==> config.mk <==
export PLATFORM = sky130hd
export DESIGN_NAME = ctrl
export DESIGN_NICKNAME = d
export VERILOG_FILES = /design/src/rtl/ctrl.sv
export SDC_FILE = /design/constraint.sdc
export NUM_CORES = 1
export LEC_CHECK = 0
export ABC_AREA = 1
export CAP_MARGIN = 10
export CORE_MARGIN = 2
export CORE_UTILIZATION = 45
export CTS_CLUSTER_DIAMETER = 50
export DETAILED_ROUTE_END_ITERATION = 8
export PLACE_DENSITY = 0.72
export RECOVER_POWER = 100
export SETUP_SLACK_MARGIN = 0.1
export SLEW_MARGIN = 20
export SYNTH_ARGS = -nofsm -noshare
export SYNTH_HDL_FRONTEND = slang
export SYNTH_SLANG_ARGS = --single-unit
==> constraint.sdc <==
create_clock -name clk_i -period 3.2 [get_ports clk_i]
set_input_delay 0.48 -clock clk_i [delete_from_list [all_inputs] [get_ports clk_i]]
set_output_delay 0.48 -clock clk_i [all_outputs]
set_load 0.1 [all_outputs]
==> src/rtl/ctrl.sv <==
`default_nettype none
// ============================================================================
// Module   : ctrl
// Purpose  : Serial control-register loader. A host shifts 24-bit frames
//            (8-bit command, 16-bit value, MSB first) on ctrl_clk_i /
//            ctrl_data_i. Both are oversampled in the clk_i domain, and a
//            completed frame sets, ORs, clears or XORs the value into ctrl_o.
// Ports    : clk_i          system clock (only clock of the block)
//            reset_n_i      asynchronous active-low reset
//            ctrl_clk_i     serial clock from host (sampled as data)
//            ctrl_data_i    serial data, valid on ctrl_clk_i rising edge
//            ctrl_o         16-bit control register
//            ctrl_update_o  one-cycle pulse when ctrl_o takes a frame value
// Revision : 1.0 - initial release
// ============================================================================
module ctrl #(
    parameter int          TIMEOUT     = 1024,
    parameter logic [15:0] RESET_VALUE = 16'h0001
) (
    input  logic        clk_i,
    input  logic        reset_n_i,
    input  logic        ctrl_clk_i,
    input  logic        ctrl_data_i,
    output logic [15:0] ctrl_o,
    output logic        ctrl_update_o
);

    localparam int                  c_IDLE_W   = $clog2(TIMEOUT);
    localparam logic [c_IDLE_W-1:0] c_IDLE_MAX = c_IDLE_W'(TIMEOUT - 1);
    localparam logic [4:0]          c_LAST_BIT = 5'd23;
    localparam logic [7:0]          c_CMD_SET  = 8'h00;
    localparam logic [7:0]          c_CMD_OR   = 8'h01;
    localparam logic [7:0]          c_CMD_CLR  = 8'h02;
    localparam logic [7:0]          c_CMD_XOR  = 8'h03;

    // ------------------------------------------------------------------
    // Two-flop synchronizers: index 0 = serial clock, index 1 = data
    // ------------------------------------------------------------------
    logic [1:0] w_raw;
    logic [1:0] w_sync;

    assign w_raw = {ctrl_data_i, ctrl_clk_i};

    generate
        for (genvar gi = 0; gi < 2; gi++) begin : g_sync
            logic r_meta;
            logic r_sync;

            always_ff @(posedge clk_i or negedge reset_n_i) begin
                if (!reset_n_i) begin
                    r_meta <= 1'b0;
                    r_sync <= 1'b0;
                end else begin
                    r_meta <= w_raw[gi];
                    r_sync <= r_meta;
                end
            end

            assign w_sync[gi] = r_sync;
        end
    endgenerate

    // ------------------------------------------------------------------
    // Edge detection
    // The synchronizer comes out of reset at 0, so a serial clock held
    // high across reset release would look like a 0->1 transition. r_vld
    // marks when the synchronizer holds real samples; edges are armed
    // only after a genuine low level has been seen from then on.
    // ------------------------------------------------------------------
    logic       r_clk_prev;
    logic [1:0] r_vld;
    logic       r_armed;
    logic       w_edge;

    assign w_edge = w_sync[0] & ~r_clk_prev & r_armed;

    always_ff @(posedge clk_i or negedge reset_n_i) begin
        if (!reset_n_i) begin
            r_clk_prev <= 1'b0;
            r_vld      <= 2'b00;
            r_armed    <= 1'b0;
        end else begin
            r_clk_prev <= w_sync[0];
            r_vld      <= {r_vld[0], 1'b1};
            if (r_vld[1] && !w_sync[0]) begin
                r_armed <= 1'b1;
            end
        end
    end

    // ------------------------------------------------------------------
    // Frame assembly and command decode
    // ------------------------------------------------------------------
    logic [23:0]         r_shift;
    logic [4:0]          r_bit_cnt;
    logic [c_IDLE_W-1:0] r_idle;
    logic [15:0]         r_ctrl;
    logic                r_update;

    logic [23:0]         w_shift_nxt;
    logic [7:0]          w_cmd;
    logic [15:0]         w_value;
    logic                w_last;
    logic                w_timeout;
    logic                w_cmd_ok;
    logic [15:0]         w_ctrl_nxt;
    logic                w_unused_msb;

    // The oldest bit falls off the top when the next bit is shifted in;
    // the committed frame is taken from the post-shift value.
    assign w_shift_nxt  = {r_shift[22:0], w_sync[1]};
    assign w_unused_msb = r_shift[23];
    assign w_cmd        = w_shift_nxt[23:16];
    assign w_value      = w_shift_nxt[15:0];
    assign w_last       = w_edge && (r_bit_cnt == c_LAST_BIT);
    // An edge in the timeout cycle takes precedence over the timeout.
    assign w_timeout    = !w_edge && (r_bit_cnt != 5'd0) && (r_idle == c_IDLE_MAX);

    always_comb begin
        w_cmd_ok   = 1'b1;
        w_ctrl_nxt = r_ctrl;
        case (w_cmd)
            c_CMD_SET: w_ctrl_nxt = w_value;
            c_CMD_OR:  w_ctrl_nxt = r_ctrl | w_value;
            c_CMD_CLR: w_ctrl_nxt = r_ctrl & ~w_value;
            c_CMD_XOR: w_ctrl_nxt = r_ctrl ^ w_value;
            default:   w_cmd_ok   = 1'b0;
        endcase
    end

    always_ff @(posedge clk_i or negedge reset_n_i) begin
        if (!reset_n_i) begin
            r_shift   <= '0;
            r_bit_cnt <= '0;
            r_idle    <= '0;
            r_ctrl    <= RESET_VALUE;
            r_update  <= 1'b0;
        end else begin
            r_update <= 1'b0;
            if (w_edge) begin
                r_shift <= w_shift_nxt;
                r_idle  <= '0;
                if (w_last) begin
                    r_bit_cnt <= '0;
                    if (w_cmd_ok) begin
                        r_ctrl   <= w_ctrl_nxt;
                        r_update <= 1'b1;
                    end
                end else begin
                    r_bit_cnt <= r_bit_cnt + 5'd1;
                end
            end else if (w_timeout) begin
                r_bit_cnt <= '0;
                r_idle    <= '0;
            end else if (r_bit_cnt == 5'd0) begin
                r_idle <= '0;
            end else begin
                r_idle <= r_idle + c_IDLE_W'(1);
            end
        end
    end

    assign ctrl_o        = r_ctrl;
    assign ctrl_update_o = r_update;

endmodule
`default_nettype wire

Yosys cells after proc, flatten, opt, wreduce, memory -nomap -nowiden --
Cells that the tools add are included.
Word-level totals: register bits after elaboration 63, output and inout port bits 17, memories kept 0, memory bits (read-only) 0, input port bits 4, bits in latches 0, RAM bits 0, logic and storage cells 50
Cells by class: multiplexer cells 11, bitwise gates (word level) 7, multiply operators 0, add/subtract/negate cells 2, div/mod/pow operators 0, shift-type cells 0, reduce and logical (&&, ||, !) cells 13, magnitude comparators 0, eq/ne operators 5
Operators by type and width (count):
- case mux 16 bit (4 select lines) | 1
- two-way mux 10 bit | 3
- bitwise AND 16 bit | 1
- == test 8 x 2 -> 1 bit (second input constant) | 2
- NOT 16 bit | 1
- OR 16 bit | 1
- bitwise XOR 16 bit | 1
- two-way mux 5 bit | 3
- adder 10 x 1 -> 10 bit (second input constant) | 1
- == test 10 bit (second input constant) | 1
- == test 8 x 1 -> 1 bit (second input constant) | 1
- logical NOT 8 bit | 1
- adder 5 x 1 -> 5 bit (second input constant) | 1
- == test 5 bit (second input constant) | 1
- logical NOT 5 bit | 1
- nonzero test 5 bit | 1
- logical AND 1 bit | 4
- two-way mux 1 bit | 4
- AND reduction 4 bit | 1
- nonzero test 4 bit | 1
- OR reduction 4 bit | 1
- bitwise AND 1 bit | 2
- logical NOT 1 bit | 2
- nonzero test 2 bit | 1
- NOT 1 bit | 1

Depth between registers and ports, before layout --
Gate-level depths: netlist (run 1).
depth in word-level cells 8, gate-level depth with buffers 9, depth with buffers taken out 8

Worst setup path before layout (run 1) --
No wires, ideal clock.
kind reg-to-reg, start register r_ctrl[6], in the netlist ctrl_o[6], end register r_ctrl[6], in the netlist ctrl_o[6], arrival 1.592 ns, clock period less this slack 1.712 ns, required time 3.080 ns, library setup time 0.120 ns, path slack 1.488 ns, path buffers 0, stages on the path, launching flop included 7, cell sequence dfrtp_1 inv_1 ha_1 nand3_1 nand4_1 nand2_1 nand2_1
Between the ends: word-level cells in the longest chain between the ends 2, elaborated cells between the ends (all ways) 4, those cells by class mux (1); bitwise (3)
RTL lines:
- start: declaration | RTL line 97 | logic [15:0] r_ctrl;
- start signal: assignment | RTL line 146 | r_ctrl <= w_ctrl_nxt;
- bitwise XOR 16 bit, or another cell as far along | RTL line 126 | c_CMD_XOR: w_ctrl_nxt = r_ctrl ^ w_value;
- case mux 16 bit (4 select lines) (*) | RTL line 122 | case (w_cmd)
Every way passes the cells marked *; elsewhere a longest branch is shown, timed or not. A chain may end at the register's enable or synchronous reset.

Worst setup path in the final report (run 1) --
start register g_sync[0].r_sync, end register r_ctrl[15], in the netlist ctrl_o[15]
Between the ends: word-level cells in the longest chain between the ends 4
RTL lines:
- start: declaration | RTL line 47 | logic r_sync;
- start signal: assignment | RTL line 55 | r_sync <= r_meta;
- bitwise AND 1 bit (*) (2 in a row) | RTL line 75 | assign w_edge = w_sync[0] & ~r_clk_prev & r_armed;
- logical AND 1 bit | RTL line 115 | assign w_last = w_edge && (r_bit_cnt == c_LAST_BIT);
- AND reduction 4 bit (no line) (*)
Marks and branches as above.

==> flow_metrics.py, run 1 <==
metrics = {
    "outcome": {
        "status": "finished with violations",
        "violations": "max-capacitance violations, max-slew violations",
    },
    "grt": {
        "grt_pass1_wl_mm": 12.8,
        "antenna_found_initial": 0,
        "grt_pass1_vias": 2816,
        "track_usage": 0.187,
        "grt_max_degree": 36,
        "globalRouteOverflowTotal": 0,
    },
    "die": {
        "start_util": 0.468,
        "core_area_um2": 7770,
        "fp.dieW_um": 93.9,
        "die_area_um2": 8820,
        "num_io_pins": 21,
        "die_h_um": 93.9,
        "rows": 32,
    },
    "clock_tree": {
        "max-clock-path-buffers": 2,
        "cts_hold_buf": 0,
        "path_clk_slew_ns": 0.07,
        "tritoncts": "done",
        "cts_sinks": 63,
        "cts_root_buf": "clkbuf_8",
        "post_cts_buffers": 0,
        "cts_buffers": 9,
        "htree_levels": 3,
        "clk_latency_ns": 0.35,
        "ctsResizeCount": 0,
    },
    "finish": {
        "area_delta_synth_final_pct": 9.42,
        "diodes": 0,
        "final_nets": 512,
        "layout.cells.non_filler": 580,
        "nFillCells": 750,
        "drive_above_1_share": 0.0544,
    },
    "synth": {
        "syn_inst": 455,
        "syn-mean-instance-area_um2": 8.00,
        "synth_area_um2": 3640,
        "synth-warning-count": 0,
        "netlist_top_cells_count": "114 x nand2_1, 64 x inv_1, 62 x dfrtp_1",
        "yosysMostFrequentCell": "nand2_1",
        "synth_seq_cells": 63,
        "synthArstFlopShare": 1.00,
        "synth_ff_type": "dfrtp_1",
        "synth_top_area_frac": 0.426,
        "netlist_top_cells_area": "dfrtp_1 43%, ha_1 12%, nand2_1 12%",
        "yosysSeqAreaShare": 0.434,
        "synth_top_area_cell": "dfrtp_1",
        "synth-edff-count": 0,
        "synth_fp_nets": 494,
        "ys_types": 28,
    },
    "critical_path": {
        "cp-startpoint": "g_sync[0].r_sync",
        "path_class": "reg2reg",
        "r2r-start": "g_sync[0].r_sync",
        "crit_fanout": 23,
        "r2r_cells": 8,
        "start_kind": "flip-flop",
        "critPathRequiredTime_ns": 3.48,
        "setup.worst_path.end_class": "flip-flop",
        "arrival_ns": 2.64,
    },
    "route": {
        "drc": 0,
        "drtIter0Drc": 167,
        "via_count": 2850,
        "wire_per_inst_um": 12.3,
        "first_pass_iters": 4,
        "ant_nets": 0,
        "wirelength_mm": 7.13,
        "via_per_inst": 4.91,
    },
    "timing": {
        "drv_slew": 36,
        "hold_viol_final": 0,
        "fin_tns_setup_ns": 0,
        "final-setup-viol-count": 0,
        "rsz0062_at_grt": "false",
        "relSlewSlack": -0.260,
        "worst_slew_pin_slew_ns": 1.89,
        "min_period_ns": 2.36,
        "max_freq_mhz": 424,
        "finClkSkew_ns": 0.0103,
        "period_share": 0.736,
    },
    "pwr": {
        "ir_drop_v": 0.000331,
        "p_leak_uw": 0.00185,
        "power_density_nw_per_um2": 510,
    },
    "worst_hold_path": {
        "hp-start": "g_sync[0].r_meta",
        "min_path_type": "reg2reg",
        "worstHoldPathCells": 0,
    },
    "run": {
        "cap_violations": 1,
    },
    "placement": {
        "place.gp.congestion": 0.793,
        "portBuffers": 20,
        "place_hpwl_mm": 4.58,
        "place_inst": 564,
    },
}
through the flow:
step	instance area [µm²]	util	hold slack (ns)	total power [µW]	worst slack, ns
2_1_floorplan	3640	-	0.184	1180	1.49
3_3_place_gp	3830	0.494	0.333	1240	1.30
3_5_place_dp	3830	0.494	0.345	1260	1.27
4_1_cts	4070	0.523	0.248	2060	0.919
5_1_grt	3980	0.513	0.372	2170	0.521
6_report	3980	0.513	0.363	2030	0.844
where the power goes:
part           switching [µW]  internal (µW)  total (µW)
clock                     329            463         793
sequential               56.4            869         926
combinational             203            110         313
total                     588           1440        2030
worst paths after layout:
kind	endpoint	slack (ns)
worst max-delay path	ctrl_o[15]	0.84
worst min-delay path	g_sync[0].r_sync	0.36
worst max register to register	ctrl_o[15]	0.84
worst min register to register	g_sync[0].r_sync	0.36
max in group asynchronous	r_shift[21]	1.19
min in group asynchronous	r_vld[0]	0.65
registers in the layout, indices dropped and copies added (netlist names):
register and cells:
ctrl_o 16, ctrl_update_o 1, g_sync.r_meta 2, g_sync.r_sync 2, r_armed 1, r_bit_cnt 5, r_clk_prev 1, r_idle 10
r_shift 23, r_vld 2
cells in the final DEF, fill, tap and decap left out, types with 3 or more instances in the layout:
cell / count
nand2_1: 114
inv_1: 65
dfrtp_1: 62
nor2_1: 52
nand3_1: 39
ha_1: 35
o21ai_0: 27
nand4_1: 19
clkbuf_1: 19
clkbuf_8: 10
xor2_1: 4
a21oi_1: 3
nor2_2: 3
nor2_4: 3
dlygate4sd3_1: 3
area by class of cell:
class,count,area [µm²],share of cell area
clock buffers,10,138,0.0346
clock inverters,6,92.6,0.0233
inverters,66,248,0.0622
multi-input cells,310,1690,0.425
flip-flops and latches,63,1580,0.396
well taps,102,128,0.0321
repair buffers,23,106,0.0267
metal layers:
layer,wire (µm),GRT usage,part of all wire,up-vias
met4,102,0.0797,0.014,0
met5,0,0,0,-
li1,-,-,-,1465
met2,3360,0.299,0.47,59
met1,3320,0.242,0.47,1318
met3,346,0.0433,0.049,8
cells by family (layout without fill, tap and decap cells):
kind of cell / Yosys count / after routing / share of synthesized area
and+or+nand+nor: 237 / 237 / 0.289
AOI/OAI and AO/OA: 31 / 31 / 0.0433
xor gates and xnor gates: 6 / 6 / 0.0144
buffers and inverters: 82 / 105 / 0.0980
other: 1 / 1 / 0.00103
adders and majority gates: 35 / 35 / 0.120
DFF: 63 / 63 / 0.434
critical path, stage by stage (launching register included):
cell and delay [ns]:
dfrtp_1 0.34, inv_1 0.05, nor2_1 0.09, nand2_1 0.37
inv_1 0.38, nand3b_1 0.64, nor2_1 0.29, nand2_1 0.08
nand2_1 0.05
No activity file was read; power rests on OpenSTA's default activity.
==> run 2, diff against run 1 <==
==> constraint.sdc (replaced) <==
create_clock -name clk_i -period 2.39 [get_ports clk_i]
set_input_delay 0.3585 -clock clk_i [delete_from_list [all_inputs] [get_ports clk_i]]
set_output_delay 0.3585 -clock clk_i [all_outputs]
set_load 0.1 [all_outputs]
==> flow_metrics.py, run 2 (synthesis gave the netlist of run 1 again) <==
metrics = {
    "clock_tree": {
        "clk_latency_ns": 0.35,
        "cts_hold_buf": 1,
        "path_clk_slew_ns": 0.07,
        "max-clock-path-buffers": 2,
        "post_cts_buffers": 0,
        "cts_buffers": 9,
        "tritoncts": "done",
        "htree_levels": 3,
        "ctsResizeCount": 0,
        "cts_root_buf": "clkbuf_8",
        "cts_sinks": 63,
    },
    "critical_path": {
        "start_kind": "flip-flop",
        "critPathTopFamily": "buffers and inverters",
        "critPathBufInv": 1,
        "crit_fanout": 4,
        "critPathMaxStageDelay_ns": 0.90,
        "setup.worst_path.end_class": "output pin",
        "crit_chain": "clkbuf_1",
        "path_class": "reg2out",
        "arrival_ns": 1.70,
        "cp_slowest_cell": "clkbuf_1",
        "critPathRequiredTime_ns": 2.03,
    },
    "pwr": {
        "p_int_uw": 1800,
        "p_sw_frac": 0.295,
        "p_leak_uw": 0.00186,
        "power_density_nw_per_um2": 641,
        "ir_drop_v": 0.000325,
        "clockPowerShare": 0.342,
        "p_seq_frac": 0.487,
        "power_frac_comb": 0.171,
        "p_sw_uw": 754,
    },
    "route": {
        "wire_per_inst_um": 12.8,
        "drtIter0Drc": 149,
        "via_count": 2907,
        "ant_nets": 0,
        "wirelength_mm": 7.41,
        "drc": 0,
        "first_pass_iters": 4,
        "via_per_inst": 5.00,
    },
    "outcome": {
        "status": "completed",
    },
    "timing": {
        "hold_viol_final": 0,
        "final-setup-viol-count": 0,
        "period_share": 0.862,
        "min_period_ns": 2.06,
        "finClkSkew_ns": 0.0114,
        "max_freq_mhz": 485,
        "fin_tns_setup_ns": 0,
        "rsz0062_at_grt": "false",
        "worst_slew_pin_slew_ns": 1.24,
        "relSlewSlack": 0.176,
        "drv_slew": 0,
        "fin_ws_ns": 0.330,
    },
    "grt": {
        "track_usage": 0.194,
        "antenna_found_initial": 0,
        "grt_pass1_vias": 2928,
        "grt_pass1_wl_mm": 13.3,
        "grt_max_degree": 44,
        "globalRouteOverflowTotal": 0,
    },
    "placement": {
        "place_hpwl_mm": 4.81,
        "place_inst": 566,
        "place.gp.congestion": 0.768,
        "pre_cts_slack_ns": 0.628,
        "portBuffers": 20,
    },
    "die": {
        "die_area_um2": 8820,
        "die_h_um": 93.9,
        "rows": 32,
        "num_io_pins": 21,
        "start_util": 0.468,
        "core_area_um2": 7770,
        "fp.dieW_um": 93.9,
    },
    "finish": {
        "diodes": 0,
        "final_cell_mix": "114 x nand2_1, 65 x inv_1, 62 x dfrtp_1",
        "final_common_cell": "nand2_1",
        "drive_above_1_share": 0.0564,
        "layout.cells.non_filler": 581,
        "largest_reg_flops": 23,
        "nFillCells": 745,
        "final_nets": 515,
        "area_delta_synth_final_pct": 9.42,
        "regMostFlops": "r_shift",
    },
    "worst_hold_path": {
        "min_path_type": "reg2reg",
    },
    "run": {
        "cap_violations": 0,
    },
}
## run 2: through the flow
step | power [µW] | util | hold WS [ns] | area [µm²]
6_report | 2550 | 0.513 | 0.347 | 3980
5_1_grt | 2730 | 0.513 | 0.352 | 3980
4_1_cts | 2590 | 0.522 | 0.350 | 4050
3_5_place_dp | 1700 | 0.497 | 0.336 | 3860
3_3_place_gp | 1670 | 0.497 | 0.335 | 3860
2_1_floorplan | 1580 | - | 0.0629 | 3640
## run 2: final timing paths
path | from | to | slack, ns | cells past startpoint
setup / recovery | ctrl_o[13] | ctrl_o[13] | 0.33 | 1
hold / removal | r_vld[0] | r_vld[1] | 0.35 | 0
setup reg to reg | g_sync[0].r_sync | r_shift[10] | 0.56 | 5
hold reg to reg | r_vld[0] | r_vld[1] | 0.35 | 0
max in group asynchronous | reset_n_i | r_bit_cnt[2] | 0.78 | 3
min in group asynchronous | reset_n_i | ctrl_o[8] | 0.79 | 2
## run 2: power by group through the flow
stage / registers, µW / logic [µW] / clock network [µW]
after detailed placement: 1260 / 442 / 0
after floorplan: 1240 / 336 / 0
final: 1240 / 435 / 873
after CTS: 1240 / 447 / 899
after global routing: 1260 / 523 / 947
after global placement: 1250 / 415 / 0
## run 2: final cells by class
cell class	count	area, µm²	share of cell area
inverters	66	248	0.0622
multi-input cells	310	1700	0.428
repair buffers	26	141	0.0355
flip-flops and latches	63	1580	0.396
clock buffers	14	183	0.0459
well taps	102	128	0.0321
## run 2: layer usage
layer / share of wire / vias up / GRT usage
met5: 0 / - / 0
met4: 0.017 / 0 / 0.107
met3: 0.040 / 11 / 0.0329
met2: 0.47 / 57 / 0.304
met1: 0.47 / 1373 / 0.256
li1: - / 1466 / -
==> run 3, diff against run 2 <==
--- a/config.mk
+++ b/config.mk
@@ -11,7 +11,7 @@
 export CORE_UTILIZATION = 45
 export CTS_CLUSTER_DIAMETER = 50
 export DETAILED_ROUTE_END_ITERATION = 8
-export PLACE_DENSITY = 0.72
+export PLACE_DENSITY = 0.61
 export RECOVER_POWER = 100
 export SETUP_SLACK_MARGIN = 0.1
 export SLEW_MARGIN = 20
==> flow_metrics.py, run 3 (synthesis gave the netlist of run 1 again) <==
metrics = {
    "timing": {
        "hold_viol_final": 0,
        "drv_slew": 64,
        "finClkSkew_ns": 0.0101,
        "final-setup-viol-count": 0,
        "rsz0062_at_grt": "false",
        "hold_slack_ns": 0.351,
        "fin_tns_setup_ns": 0,
        "min_period_ns": 1.99,
        "relSlewSlack": -0.0552,
        "period_share": 0.833,
        "max_freq_mhz": 502,
        "worst_slew_pin_slew_ns": 1.58,
    },
    "critical_path": {
        "cp_slowest_cell": "clkbuf_1",
        "r2r-start": "g_sync[0].r_sync",
        "reg2reg_to": "r_shift[5]",
        "critPathBufInv": 1,
        "critPathMaxStageDelay_ns": 0.88,
        "ff2ff_setup_slack_ns": 0.57,
        "critPathTopFamily": "buffers and inverters",
        "crit_chain": "clkbuf_1",
        "critPathRequiredTime_ns": 2.03,
        "crit_fanout": 4,
        "arrival_ns": 1.63,
        "path_class": "reg2out",
        "setup.worst_path.end_class": "output pin",
        "r2r_cells": 5,
        "start_kind": "flip-flop",
    },
    "placement": {
        "place_hpwl_mm": 4.77,
        "portBuffers": 20,
        "place.gp.congestion": 0.719,
    },
    "run": {
        "cap_violations": 1,
    },
    "grt": {
        "track_usage": 0.191,
        "grt_pass1_vias": 2859,
        "grt_max_degree": 64,
        "grt_pass1_wl_mm": 13.1,
        "globalRouteOverflowTotal": 0,
        "antenna_found_initial": 0,
    },
    "finish": {
        "final_nets": 516,
        "final_common_cell": "nand2_1",
        "multi_input_area_um2": 1700,
        "fin_util": 0.512,
        "drive_above_1_share": 0.0705,
        "seq_area_um2": 1580,
        "final_cell_mix": "114 x nand2_1, 65 x inv_1, 62 x dfrtp_1",
        "diodes": 0,
        "regMostFlops": "r_shift",
        "area_delta_synth_final_pct": 9.22,
        "nFillCells": 802,
        "largest_reg_flops": 23,
    },
    "route": {
        "wirelength_mm": 7.47,
        "drc": 0,
        "ant_nets": 0,
        "wire_per_inst_um": 12.8,
        "via_per_inst": 4.91,
        "first_pass_iters": 4,
        "via_count": 2865,
        "drtIter0Drc": 115,
    },
    "clock_tree": {
        "post_cts_buffers": 0,
        "cts_sinks": 63,
        "max-clock-path-buffers": 2,
        "cts_root_buf": "clkbuf_8",
        "ctsResizeCount": 0,
        "clk_latency_ns": 0.34,
        "path_clk_slew_ns": 0.08,
        "cts_buffers": 9,
        "tritoncts": "done",
        "htree_levels": 3,
        "cts_hold_buf": 0,
    },
    "worst_hold_path": {
        "hold_end": "r_vld[1]",
        "min_path_type": "reg2reg",
        "worstHoldPathCells": 0,
        "hp-start": "r_vld[0]",
    },
    "die": {
        "num_io_pins": 21,
        "die_area_um2": 8820,
        "rows": 32,
        "core_area_um2": 7770,
        "fp.dieW_um": 93.9,
        "start_util": 0.468,
        "die_h_um": 93.9,
    },
    "outcome": {
        "status": "finished with violations",
        "violations": "max-capacitance violations, max-slew violations",
    },
    "pwr": {
        "ir_drop_v": 0.000311,
        "power_density_nw_per_um2": 633,
        "fin_total_pwr_uw": 2520,
        "p_leak_uw": 0.00186,
    },
}
run 3: changes by cell type in the layout (fill, tap and decap cells not counted), sizes merged:
| cell | before | now |
|---|---|---|
| buf | 3 | 6 |
| inv | 66 | 68 |
| clkinv | 0 | 1 |
| clkbuf | 34 | 28 |
| clkinvlp | 0 | 4 |
| dlygate4sd3 | 3 | 2 |
run 3: worst max-delay path by stage:
stage / startpoint / endpoint / slack, ns / cells after the start
after floorplan: ctrl_o[6] / ctrl_o[6] / 0.68 / 6
after global placement: g_sync[0].r_sync / ctrl_o[1] / 0.86 / 8
after detailed placement: r_shift[20] / ctrl_o[6] / 0.85 / 7
after CTS: ctrl_o[0] / ctrl_o[0] / 0.82 / 1
after global routing: ctrl_o[12] / ctrl_o[12] / 0.33 / 1
final: ctrl_o[6] / ctrl_o[6] / 0.40 / 1
run 3: final cells by class:
| cell class | instances | share of cell area |
|---|---|---|
| multi-input combinational | 310 | 0.429 |
| clock inverter | 7 | 0.0142 |
| tap | 102 | 0.0321 |
| clock buffer | 9 | 0.0312 |
| inverter | 66 | 0.0623 |
| timing repair buffer | 27 | 0.0343 |
| sequential | 63 | 0.397 |
run 3: power breakdown:
group          total, µW  switching (µW)  leakage, µW  internal [µW]
registers           1240            77.6     0.000840           1160
clock network        846             462    0.0000785            384
logic                428             276     0.000936            152
run 3: worst register-to-register path, stage by stage (launching register included):
cell      delay [ns]
dfrtp_1         0.38
inv_1           0.07
nor2_1          0.04
nand2_1         0.23
clkbuf_1        0.72
o21ai_0         0.23
run 3: metrics by stage:
step	std cells	worst slack (ns)	area, µm²
after floorplan	455	0.678	3640
final	584	0.398	3970
after detailed placement	568	0.853	3870
after global routing	584	0.333	3970
after CTS	584	0.817	4060
after global placement	568	0.864	3870
run 3: per-layer routing:
layer / track usage / vias up / wire length, µm
met2: 0.325 / 28 / 3530
met3: 0.0409 / 7 / 214
met1: 0.237 / 1361 / 3630
li1: - / 1469 / -
met4: 0.0700 / 0 / 94
met5: 0 / - / 0
